$ cat src/rtl/mem_access_stage.sv
// mem_access_stage -- MiniMIPS32 memory-access pipeline stage.
//
// Sits behind the execute stage. Non-memory ops are registered once and
// handed to write-back. LB/LW/SB/SW run a req/ack transaction on the data
// memory port while upstream is held off via in_ready.
//
// Optional feature macro: MEM_ALIGN_CHK_EN
//   defined   -> misaligned LW/SW skip memory and raise mem_exc_o with wb_valid
//   undefined -> no mem_exc_o port; LW/SW ignore wd[1:0] (word-aligned access)
//
// Ports:
//   cpu_clk_50M, cpu_rst        clock, synchronous active-high reset
//   in_valid / in_ready         upstream handshake (in_ready = 1 only in IDLE)
//   mem_*_i                     execute-stage results latched on accept
//   dm_req/we/wstrb/addr/wdata  data-memory request, held until dm_ack
//   dm_ack, dm_rdata            memory completion and load data
//   wb_*                        write-back results, wb_valid is a 1-cycle pulse
//   mem_exc_o                   misaligned-access pulse (optional feature only)

module mem_access_stage #(
  parameter int ADDR_W = 32
) (
  input  logic              cpu_clk_50M,
  input  logic              cpu_rst,
  input  logic              in_valid,
  output logic              in_ready,
  input  logic [7:0]        mem_aluop_i,
  input  logic [4:0]        mem_wa_i,
  input  logic              mem_wreg_i,
  input  logic [31:0]       mem_wd_i,
  input  logic              mem_mreg_i,
  input  logic [31:0]       mem_din_i,
  input  logic              mem_whilo_i,
  input  logic [63:0]       mem_hilo_i,
  output logic              dm_req,
  output logic              dm_we,
  output logic [3:0]        dm_wstrb,
  output logic [ADDR_W-1:0] dm_addr,
  output logic [31:0]       dm_wdata,
  input  logic              dm_ack,
  input  logic [31:0]       dm_rdata,
`ifdef MEM_ALIGN_CHK_EN
  output logic              mem_exc_o,
`endif
  output logic              wb_valid,
  output logic [4:0]        wb_wa,
  output logic              wb_wreg,
  output logic [31:0]       wb_wd,
  output logic              wb_whilo,
  output logic [63:0]       wb_hilo
);

  localparam logic [7:0] OP_LB = 8'h90;
  localparam logic [7:0] OP_LW = 8'h92;
  localparam logic [7:0] OP_SB = 8'h98;
  localparam logic [7:0] OP_SW = 8'h9A;

  typedef enum logic [1:0] {IDLE, REQ, DONE} state_t;

  // Fields still needed when the memory access completes.
  typedef struct packed {
    logic [7:0]  aluop;
    logic [4:0]  wa;
    logic        wreg;
    logic [31:0] wd;
    logic        mreg;
    logic        whilo;
    logic [63:0] hilo;
  } op_t;

  state_t      state;
  op_t         op;
  logic        is_mem;
  logic        is_store;
  logic [1:0]  st_lane;
  logic [7:0]  rd_byte;
  logic [31:0] rd_word;
`ifdef MEM_ALIGN_CHK_EN
  logic        misalign;
`endif

  always_comb begin
    is_mem   = (mem_aluop_i == OP_LB) || (mem_aluop_i == OP_LW) ||
               (mem_aluop_i == OP_SB) || (mem_aluop_i == OP_SW);
    is_store = (mem_aluop_i == OP_SB) || (mem_aluop_i == OP_SW);
    st_lane  = mem_wd_i[1:0];
    // Load lane comes from the latched address, not the live input.
    rd_byte  = dm_rdata[{op.wd[1:0], 3'b000} +: 8];
    rd_word  = (op.aluop == OP_LB) ? {{24{rd_byte[7]}}, rd_byte} : dm_rdata;
`ifdef MEM_ALIGN_CHK_EN
    misalign = ((mem_aluop_i == OP_LW) || (mem_aluop_i == OP_SW)) &&
               (mem_wd_i[1:0] != 2'b00);
`endif
  end

  always_ff @(posedge cpu_clk_50M) begin
    if (cpu_rst) begin
      state     <= IDLE;
      op        <= '0;
      in_ready  <= 1'b1;
      dm_req    <= 1'b0;
      dm_we     <= 1'b0;
      dm_wstrb  <= '0;
      dm_addr   <= '0;
      dm_wdata  <= '0;
      wb_valid  <= 1'b0;
      wb_wa     <= '0;
      wb_wreg   <= 1'b0;
      wb_wd     <= '0;
      wb_whilo  <= 1'b0;
      wb_hilo   <= '0;
`ifdef MEM_ALIGN_CHK_EN
      mem_exc_o <= 1'b0;
`endif
    end else begin
      case (state)
        IDLE: begin
          if (in_valid) begin
            op       <= '{mem_aluop_i, mem_wa_i, mem_wreg_i, mem_wd_i,
                          mem_mreg_i, mem_whilo_i, mem_hilo_i};
            in_ready <= 1'b0;
`ifdef MEM_ALIGN_CHK_EN
            if (misalign) begin
              // Faulting access: report it, suppress all register writes.
              state     <= DONE;
              wb_valid  <= 1'b1;
              wb_wa     <= mem_wa_i;
              wb_wreg   <= 1'b0;
              wb_wd     <= mem_wd_i;
              wb_whilo  <= 1'b0;
              wb_hilo   <= mem_hilo_i;
              mem_exc_o <= 1'b1;
            end else
`endif
            if (is_mem) begin
              state    <= REQ;
              dm_req   <= 1'b1;
              dm_we    <= is_store;
              dm_addr  <= {mem_wd_i[ADDR_W-1:2], 2'b00};
              if (mem_aluop_i == OP_SB) begin
                dm_wstrb <= 4'b0001 << st_lane;
                dm_wdata <= {4{mem_din_i[7:0]}};
              end else if (mem_aluop_i == OP_SW) begin
                dm_wstrb <= 4'b1111;
                dm_wdata <= mem_din_i;
              end else begin
                dm_wstrb <= 4'b0000;
                dm_wdata <= '0;
              end
            end else begin
              state    <= DONE;
              wb_valid <= 1'b1;
              wb_wa    <= mem_wa_i;
              wb_wreg  <= mem_wreg_i;
              wb_wd    <= mem_wd_i;
              wb_whilo <= mem_whilo_i;
              wb_hilo  <= mem_hilo_i;
            end
          end
        end
        REQ: begin
          if (dm_ack) begin
            state    <= DONE;
            dm_req   <= 1'b0;
            dm_we    <= 1'b0;
            dm_wstrb <= '0;
            wb_valid <= 1'b1;
            wb_wa    <= op.wa;
            wb_wreg  <= op.wreg;
            wb_wd    <= op.mreg ? rd_word : op.wd;
            wb_whilo <= op.whilo;
            wb_hilo  <= op.hilo;
          end
        end
        DONE: begin
          // wb_wa/wb_wd/wb_hilo keep their value; enables drop with valid.
          state     <= IDLE;
          in_ready  <= 1'b1;
          wb_valid  <= 1'b0;
          wb_wreg   <= 1'b0;
          wb_whilo  <= 1'b0;
`ifdef MEM_ALIGN_CHK_EN
          mem_exc_o <= 1'b0;
`endif
        end
        default: state <= IDLE;
      endcase
    end
  end

endmodule

$ cat config.mk
export PLATFORM = sky130hd
export DESIGN_NAME = mem_access_stage
export DESIGN_NICKNAME = d
export VERILOG_FILES = /design/src/rtl/mem_access_stage.sv
export SDC_FILE = /design/constraint.sdc
export NUM_CORES = 1
export LEC_CHECK = 0
export BUFFER_PORTS_ARGS = -buffer_cell sky130_fd_sc_hd__buf_2
export CELL_PAD_IN_SITES_DETAIL_PLACEMENT = 0
export CELL_PAD_IN_SITES_GLOBAL_PLACEMENT = 1
export CORE_UTILIZATION = 39
export CTS_BUF_LIST = sky130_fd_sc_hd__clkbuf_4 sky130_fd_sc_hd__clkbuf_8
export CTS_CLUSTER_SIZE = 8
export DETAILED_ROUTE_END_ITERATION = 16
export GPL_ROUTABILITY_DRIVEN = 0
export PLACE_DENSITY_LB_ADDON = 0.1
export SYNTH_ARGS = -nofsm -noshare
export SYNTH_HDL_FRONTEND = slang
export SYNTH_SLANG_ARGS = --single-unit
$ cat constraint.sdc
create_clock -name cpu_clk_50M -period 2.5 [get_ports cpu_clk_50M]
set_input_delay 0.5 -clock cpu_clk_50M [delete_from_list [all_inputs] [get_ports cpu_clk_50M]]
set_output_delay 0.5 -clock cpu_clk_50M [all_outputs]
set_load 0.1 [all_outputs]
* After elaboration in Yosys (flattened, before gate mapping)
Cells that the tools add are included.
Widths: inputs -> output; s select.
** Cells by class
- Equal/unequal tests :: 11
- Shift operators :: 2
- Mux-type cells :: 47
- Reduce and logical (&&, ||, !) cells :: 15
** Operators by type and width (count)
- $mux 32 :: 7
- $mux 64 :: 3
- $pmux 64 s2 :: 1
- $pmux 32 s2 :: 1
- $eq 8x8->1 const B :: 5
- $shiftx 32x6->8 :: 1
- $mux 4 :: 5
- $mux 1 :: 15
- $mux 5 :: 3
- $reduce_and 4->1 :: 3
- $pmux 5 s2 :: 1
- $pmux 1 s3 :: 3
- $ne 2x2->1 const B :: 4
- $pmux 4 s2 :: 1
- $mux 2 :: 3
- $pmux 1 s2 :: 3
- $reduce_and 2->1 :: 3
- $logic_or 1x1->1 :: 4
- $pmux 2 s2 :: 1
- $reduce_bool 2->1 :: 2
- $shl 1x2->4 const A :: 1
- $reduce_and 3->1 :: 1
- $reduce_bool 3->1 :: 1
- $eq 2x1->1 const B :: 1
- other kinds (2) :: 2
** Storage, ports and cells
- Register bits after elaboration :: 287
- Bits of input ports :: 180

* Logic depth before layout (Yosys ltp)
Gate-level depths: netlist (run 1).
- Depth in word-level cells :: 7
- Depth in mapped cells :: 9

* Worst setup path after synthesis (run 1)
No wires, ideal clock.
- Path kind :: input-to-reg
- Start :: input port mem_aluop_i[2]
- End :: register wb_valid
- Arrival time :: 1964 ps
- Required time :: 2429 ps
- Path slack :: 465 ps
- Stages :: 7
- Path buffers :: 3
- Cell sequence :: or4b_1 buf_2 o311ai_4 buf_6 buf_6 o21ai_0 a21oi_1
** On the way
- Longest elaborated chain between the ends :: 6
- Elaborated cells on any way between the ends :: 9
- Classes of those cells :: eq/ne (5); reduce/logical (4)
** RTL lines
- from (decl) :: line 27 : input logic [7:0] mem_aluop_i,
- $eq 8x8->1 :: line 83 : is_mem = (mem_aluop_i == OP_LB) || (mem_aluop_i == OP_LW) ||
- $logic_or 1x1->1 (2 in a row) :: line 83
- $logic_or 1x1->1 (*) :: line 84 : (mem_aluop_i == OP_SB) || (mem_aluop_i == OP_SW);
- $ne 2x2->1 (no line) (*)
- $reduce_and 4->1 (no line) (*)
- to (signal assigned) :: line 106 : wb_valid <= 1'b0;
- to (signal assigned) :: line 152 : wb_valid <= 1'b1;
- to (signal assigned) :: line 167 : wb_valid <= 1'b1;
- to (decl) :: line 45 : output logic wb_valid,
Mark *: on every way between the ends. The rest lies on a longest branch, timed or not.
A chain may end at the register's enable or synchronous reset.

* Worst setup path in the final report (run 1)
- Start :: register state[0]
- End :: register wb_wd[9]
** On the way
- Longest elaborated chain between the ends :: 3
- Elaborated cells on any way between the ends :: 8
- Classes of those cells :: eq/ne (4); mux (1); reduce/logical (3)
** RTL lines
- from (decl) :: line 71 : state_t state;
- from (signal assigned) :: line 98 : state <= IDLE;
- from (signal assigned) :: line 136 : state <= REQ;
- from (signal assigned) :: line 151 : state <= DONE;
- $eq 2x1->1 / $logic_not 2->1 (equally long branches) :: line 116 : case (state)
- $ne 2x2->1 (no line) / $reduce_bool 2->1 (equally long branches)
- $reduce_and 4->1 (no line)
- to (signal assigned) :: line 155 : wb_wd <= mem_wd_i;
- to (signal assigned) :: line 170 : wb_wd <= op.mreg ? rd_word : op.wd;
- to (decl) :: line 48 : output logic [31:0] wb_wd,
Parallel ways exist; a longest one is shown, timed or not.

==> results of run 1 <==
-- report_power, final --
part | internal, uW | total [uW] | switching, uW
clock network | 2510 | 4420 | 1910
logic | 693 | 3180 | 2490
registers | 4910 | 5080 | 173
total | 8110 | 12700 | 4580
-- registers in the layout, indices dropped and copies added (netlist names), 2 cells and up --
signal / count
state: 2
op: 112
wb_hilo: 64
dm_addr: 30
wb_wd: 32
wb_wa: 5
dm_wstrb: 4
dm_wdata: 32
-- synthesized netlist by cell type (17+ instances only) --
cell        n
a211oi_1  102
a211oi_2   17
a21boi_0   25
a21oi_1   288
buf_2      20
clkbuf_1  104
dfxtp_1   287
inv_1      36
mux2i_1    69
nand2_1   322
nor2_1     60
o21ai_0    26
o221ai_1   25
-- worst min-delay path, delay by kind of cell --
kind | cells | cell delay (ps)
AOI/OAI and AO/OA | 1 | 50
buffers and inverters | 1 | 100
and+or+nand+nor | 1 | 50
-- cell type report --
type / instances / area, um2
antenna: 5 / 12.51
clock buffer: 82 / 1003
inverter: 36 / 135.1
sequential: 287 / 5746
multi-input combinational: 1021 / 5953
timing repair buffer: 394 / 2237
clock inverter: 3 / 18.77
fill: 3096 / 15310
tap: 396 / 495.5
-- metrics by stage --
| stage | area [um2] | total power [uW] |
|---|---|---|
| 5_1_grt | 15590 | 13260 |
| 6_report | 15600 | 12690 |
| 4_1_cts | 15590 | 12860 |
| 3_3_place_gp | 14570 | 8348 |
| 3_5_place_dp | 14570 | 8372 |
| 2_1_floorplan | 12370 | 7588 |
-- final timing paths --
check | to | cells past startpoint | start
setup / recovery | wb_wd[9]$_SDFFE_PP0P_ | 7 | state[0]$_SDFFE_PP0P_
hold / removal | op[102]$_SDFFE_PP0P_ | 3 | mem_wa_i[3]
setup reg to reg | wb_wd[9]$_SDFFE_PP0P_ | 7 | state[0]$_SDFFE_PP0P_
hold reg to reg | dm_wdata[6]$_SDFFE_PP0P_ | 2 | dm_wdata[6]$_SDFFE_PP0P_
-- routing by layer --
layer,GRT usage (%),vias to the layer above
met3,6.932,81
li1,-,5809
met5,0,-
met4,7.521,12
met1,31.96,5458
met2,38.29,396
-- cells by family after synthesis --
family / after synthesis / synth area share, %
adder cells (fa/ha/maj): 4 / 0.4047
other: 1 / 0.03032
AND/OR/NAND/NOR: 432 / 14.46
multiplexers: 77 / 7.042
flip-flops: 287 / 46.46
AO/OA/AOI/OAI: 506 / 25.61
buffers and inverters: 175 / 6.000
==> impl_metrics.tcl, run 1 <==
set metrics [dict create \
    status "completed" \
    cp_max_fo 25 \
    drt_iter0_markers 818 \
    rows 64 \
    seq_area_frac_synth_pct 46.46 \
    utilization_pct 50.47 \
    r2r_setup_slack_ps 270 \
    drc 0 \
    cts_root_buf "clkbuf_8" \
    cp_data_arrival_time_ps 2710 \
    grt_pass1_wl_um 63100 \
    cts_inserted_buffers 52 \
    clk_pin_slew_ps 60 \
    die_h_um 180.1 \
    hold_viol 0 \
    routed_wl_um 40270 \
    portBuffers 352 \
    tns_ps 0 \
    cts.sinks 287 \
    syn_to_final_growth_pct 26.15 \
    syn_area_um2 12370 \
    die_area_um2 32430 \
    maxSlewHeadroom_pct 52.53 \
    dp_slack_ps 195.2 \
    start_util_pct 40.01 \
    yosysUniqueCellTypes 43 \
    via_count 11760 \
    syn_inst 1482 \
    crit_buf_inv 2 \
    top_layer_used "met5" \
    max_stage_delay_ps 420 \
    skew_ps 18.72 \
    cts_tree "built" \
    insertion_delay_ps 570 \
    synth_flop_cell "dfxtp_1" \
    layout.nets 1976 \
    critPathKind "reg2reg" \
    final_cell_mix "351 x buf_2, 321 x nand2_1, 288 x a21oi_1" \
    hpwl_um 25890 \
    min_period_ps 2230 \
    synthTopCellsByArea "dfxtp_1 46%, a21oi_1 12%, nand2_1 9.8%" \
    die-width_um 180.1 \
    path_cells "inv_1, ha_1, nand2b_1, o211a_4, buf_4, a21oi_1, a211oi_1" \
    ant_nets 0 \
    post-cts-setup-buffers 0 \
    wl_met1_um 17910 \
    htree_levels 2 \
    rsz0062_at_grt "false" \
    drive_gt1_share_pct 28.47 \
    coreArea_um2 30910 \
    pin_count 355 \
    tightest_slew_ps 712.1 \
    synth-seq-cells 287 \
    dr_wl_met3_um 3234 \
    whs_ps 171.1 \
    hold_class "in2reg" \
    wl_met2_um 18050 \
    synth_top_area_share_pct 46.46 \
    stdcell_count 2224 \
    syn_area_per_cell_um2 8.345 \
    first_pass_iters 5 \
    path_delay_family "compound AO/OA/AOI/OAI gates" \
    fin_ws_ps 270.4 \
    max-cap-violations 0 \
    crit_path_top_delay_cell "dfxtp_1" \
    cts_repair_resize_count 0 \
    startpoint_type "register" \
    vias_per_cell 5.286 \
    power.ir.vdd_worst_uv 467.9 \
    synth_top_area_cell "dfxtp_1" \
    synth_warnings 0 \
    wl_per_cell_um 18.11 \
    drv_slew 0 \
    synth_edf_count 0 \
    placed_cells 2134 \
    hold_buffers 0 \
    crit_required_ps 2980 \
    mostFrequentLayoutCell "buf_2" \
    setup_viol 0 \
    grt_util_all_layers_pct 24.24 \
    finalCritPeriodShare_pct 89.18 \
    fmax_mhz 448.5 \
    p_per_area_nw_per_um2 813.5 \
    grt_pass1_vias 11100 \
    synthArstFlopShare_pct 0 \
    cts_max_path_buffers 3 \
    end_kind "register" \
    leakage_uw 0.006340 \
    grt_max_degree 113 \
    grt_overflow 0 \
    antenna_found_initial 10 \
]
Power figures use the tool's default switching activity.
==> run 2: changes to the inputs <==
Settings changed: ABC_AREA from default to 0, CORE_ASPECT_RATIO from default to 1.2.
==> run 2 against run 1 <==
Sequential cell count did not move. Worst setup slack got worse by 36 ps. Routed wire length fell by 0.11%. Count of clock-buffer cells in the layout down 2. Clock power rose by 3%. Critical path type unchanged. Largest cell class unchanged. Cell count hardly changed. Hold slack worse by 23 ps. Register-to-register slack lost 40 ps. Utilization down 0.48 points. Largest power group unchanged.
==> impl_metrics.tcl, run 2 (synthesized netlist as in run 1, its figures left out) <==
set metrics [dict create \
    fin_ws_ps 233.9 \
    p_per_area_nw_per_um2 821.4 \
    portBuffers 352 \
    rsz0062_at_grt "false" \
    setup_viol 0 \
    p_switching_uw 4586 \
    routed_wl_um 40230 \
    mostFrequentLayoutCell "buf_2" \
    grt_pass1_wl_um 60910 \
    clockPowerShare_pct 35.6 \
    drt_iter0_markers 730 \
    startpoint_type "register" \
    reg_top3 "op (112), wb_hilo (64)" \
    wl_per_cell_um 18.10 \
    crit_required_ps 2950 \
    cts_inserted_buffers 49 \
    multi_input_area_um2 5953 \
    seq_area_um2 5746 \
    netSwitchingFraction_pct 35.71 \
    htree_levels 2 \
    largest_register "op" \
    cts_repair_resize_count 0 \
    layout.nets 1968 \
    end_kind "register" \
    antenna_found_initial 9 \
    ant_nets 0 \
    drive_gt1_share_pct 28.23 \
    stdcell_count 2222 \
    utilization_pct 49.99 \
    maxSlewHeadroom_pct 48.74 \
    hold_class "in2reg" \
    critPathKind "reg2reg" \
    cts_tree "built" \
    fill_cells 3175 \
    grt_util_all_layers_pct 23.98 \
    clk_pin_slew_ps 70 \
    p_int_uw 8255 \
    startpoint "state[1]$_SDFFE_PP0P_" \
    status "completed" \
    cp_data_arrival_time_ps 2720 \
    max-cap-violations 0 \
    post-cts-setup-buffers 0 \
    hold_start "mem_hilo_i[58]" \
    finalCritPeriodShare_pct 90.64 \
    drv_slew 0 \
    largest_register_ff_count 112 \
    pin_count 355 \
    vias_per_cell 5.252 \
    coreArea_um2 31270 \
    via_count 11670 \
    first_pass_iters 5 \
    r2r-start "state[1]$_SDFFE_PP0P_" \
    tns_ps 0 \
    fmax_mhz 441.3 \
    power.ir.vdd_worst_uv 515.7 \
    grt_max_degree 115 \
    die_area_um2 32430 \
    placed_cells 2134 \
    p_seq_share_pct 39.5 \
    tightest_slew_ps 768.9 \
    cts_root_buf "clkbuf_8" \
    p_comb_share_pct 24.9 \
    cts_max_path_buffers 3 \
    start_util_pct 39.55 \
    hpwl_um 25800 \
    final_cell_mix "351 x buf_2, 321 x nand2_1, 288 x a21oi_1" \
    hold_buffers 0 \
    grt_overflow 0 \
    cp_max_fo 17 \
    hold_viol 0 \
    dp_slack_ps 76.26 \
    rows 71 \
    syn_to_final_growth_pct 26.41 \
    min_period_ps 2266 \
    grt_pass1_vias 10780 \
    leakage_uw 0.006340 \
    cts.sinks 287 \
    skew_ps 24.77 \
    insertion_delay_ps 600 \
    die-width_um 164.6 \
    whs_ps 147.6 \
    die_h_um 197.1 \
    drc 0 \
]
run 2: layer usage:
layer  track usage [%]  share of wire [%]  vias to the layer above
met5                 0               0.15                        -
li1                  -                  -                     5784
met3             7.054                7.7                       72
met2             37.75                 47                      355
met1             30.94                 43                     5450
met4             8.563                2.5                        8
run 2: cell type report:
class / instances / area share (%)
diodes: 4 / 0.06403
clock buffers: 80 / 6.483
well taps: 401 / 3.210
repair buffers: 389 / 14.23
flip-flops and latches: 287 / 36.75
multi-input cells: 1021 / 38.08
inverters: 36 / 0.8644
clock inverters: 4 / 0.3121
run 2: worst max-delay path: stages, from the launching register on:
cell and delay, ps:
dfxtp_1 330, inv_1 140, ha_1 320, buf_4 200
and2_4 170, nand3_2 350, a21oi_1 480, a211oi_1 140
run 2: power by group through the flow:
stage | Clock, uW | Combinational, uW | Sequential, uW
CTS | 4700 | 3220 | 5080
finish | 4570 | 3200 | 5080
global placement | 0 | 3200 | 5160
detailed placement | 0 | 3220 | 5170
floorplan | 0 | 944 | 6640
global route | 4900 | 3370 | 5120
run 2: final timing paths:
| path | depth (start not counted) | slack, ps | end |
|---|---|---|---|
| setup / recovery | 7 | 230 | dm_wdata[17]$_SDFFE_PP0P_ |
| hold / removal | 3 | 150 | op[58]$_SDFFE_PP0P_ |
| setup reg to reg | 7 | 230 | dm_wdata[17]$_SDFFE_PP0P_ |
| hold reg to reg | 2 | 450 | dm_wdata[2]$_SDFFE_PP0P_ |
run 2: per-stage QoR:
| step | power, uW | cell area, um2 |
|---|---|---|
| final | 12840 | 15630 |
| after global routing | 13380 | 15630 |
| after CTS | 13000 | 15620 |
| after detailed placement | 8388 | 14560 |
| after global placement | 8363 | 14560 |
| after floorplan | 7588 | 12370 |
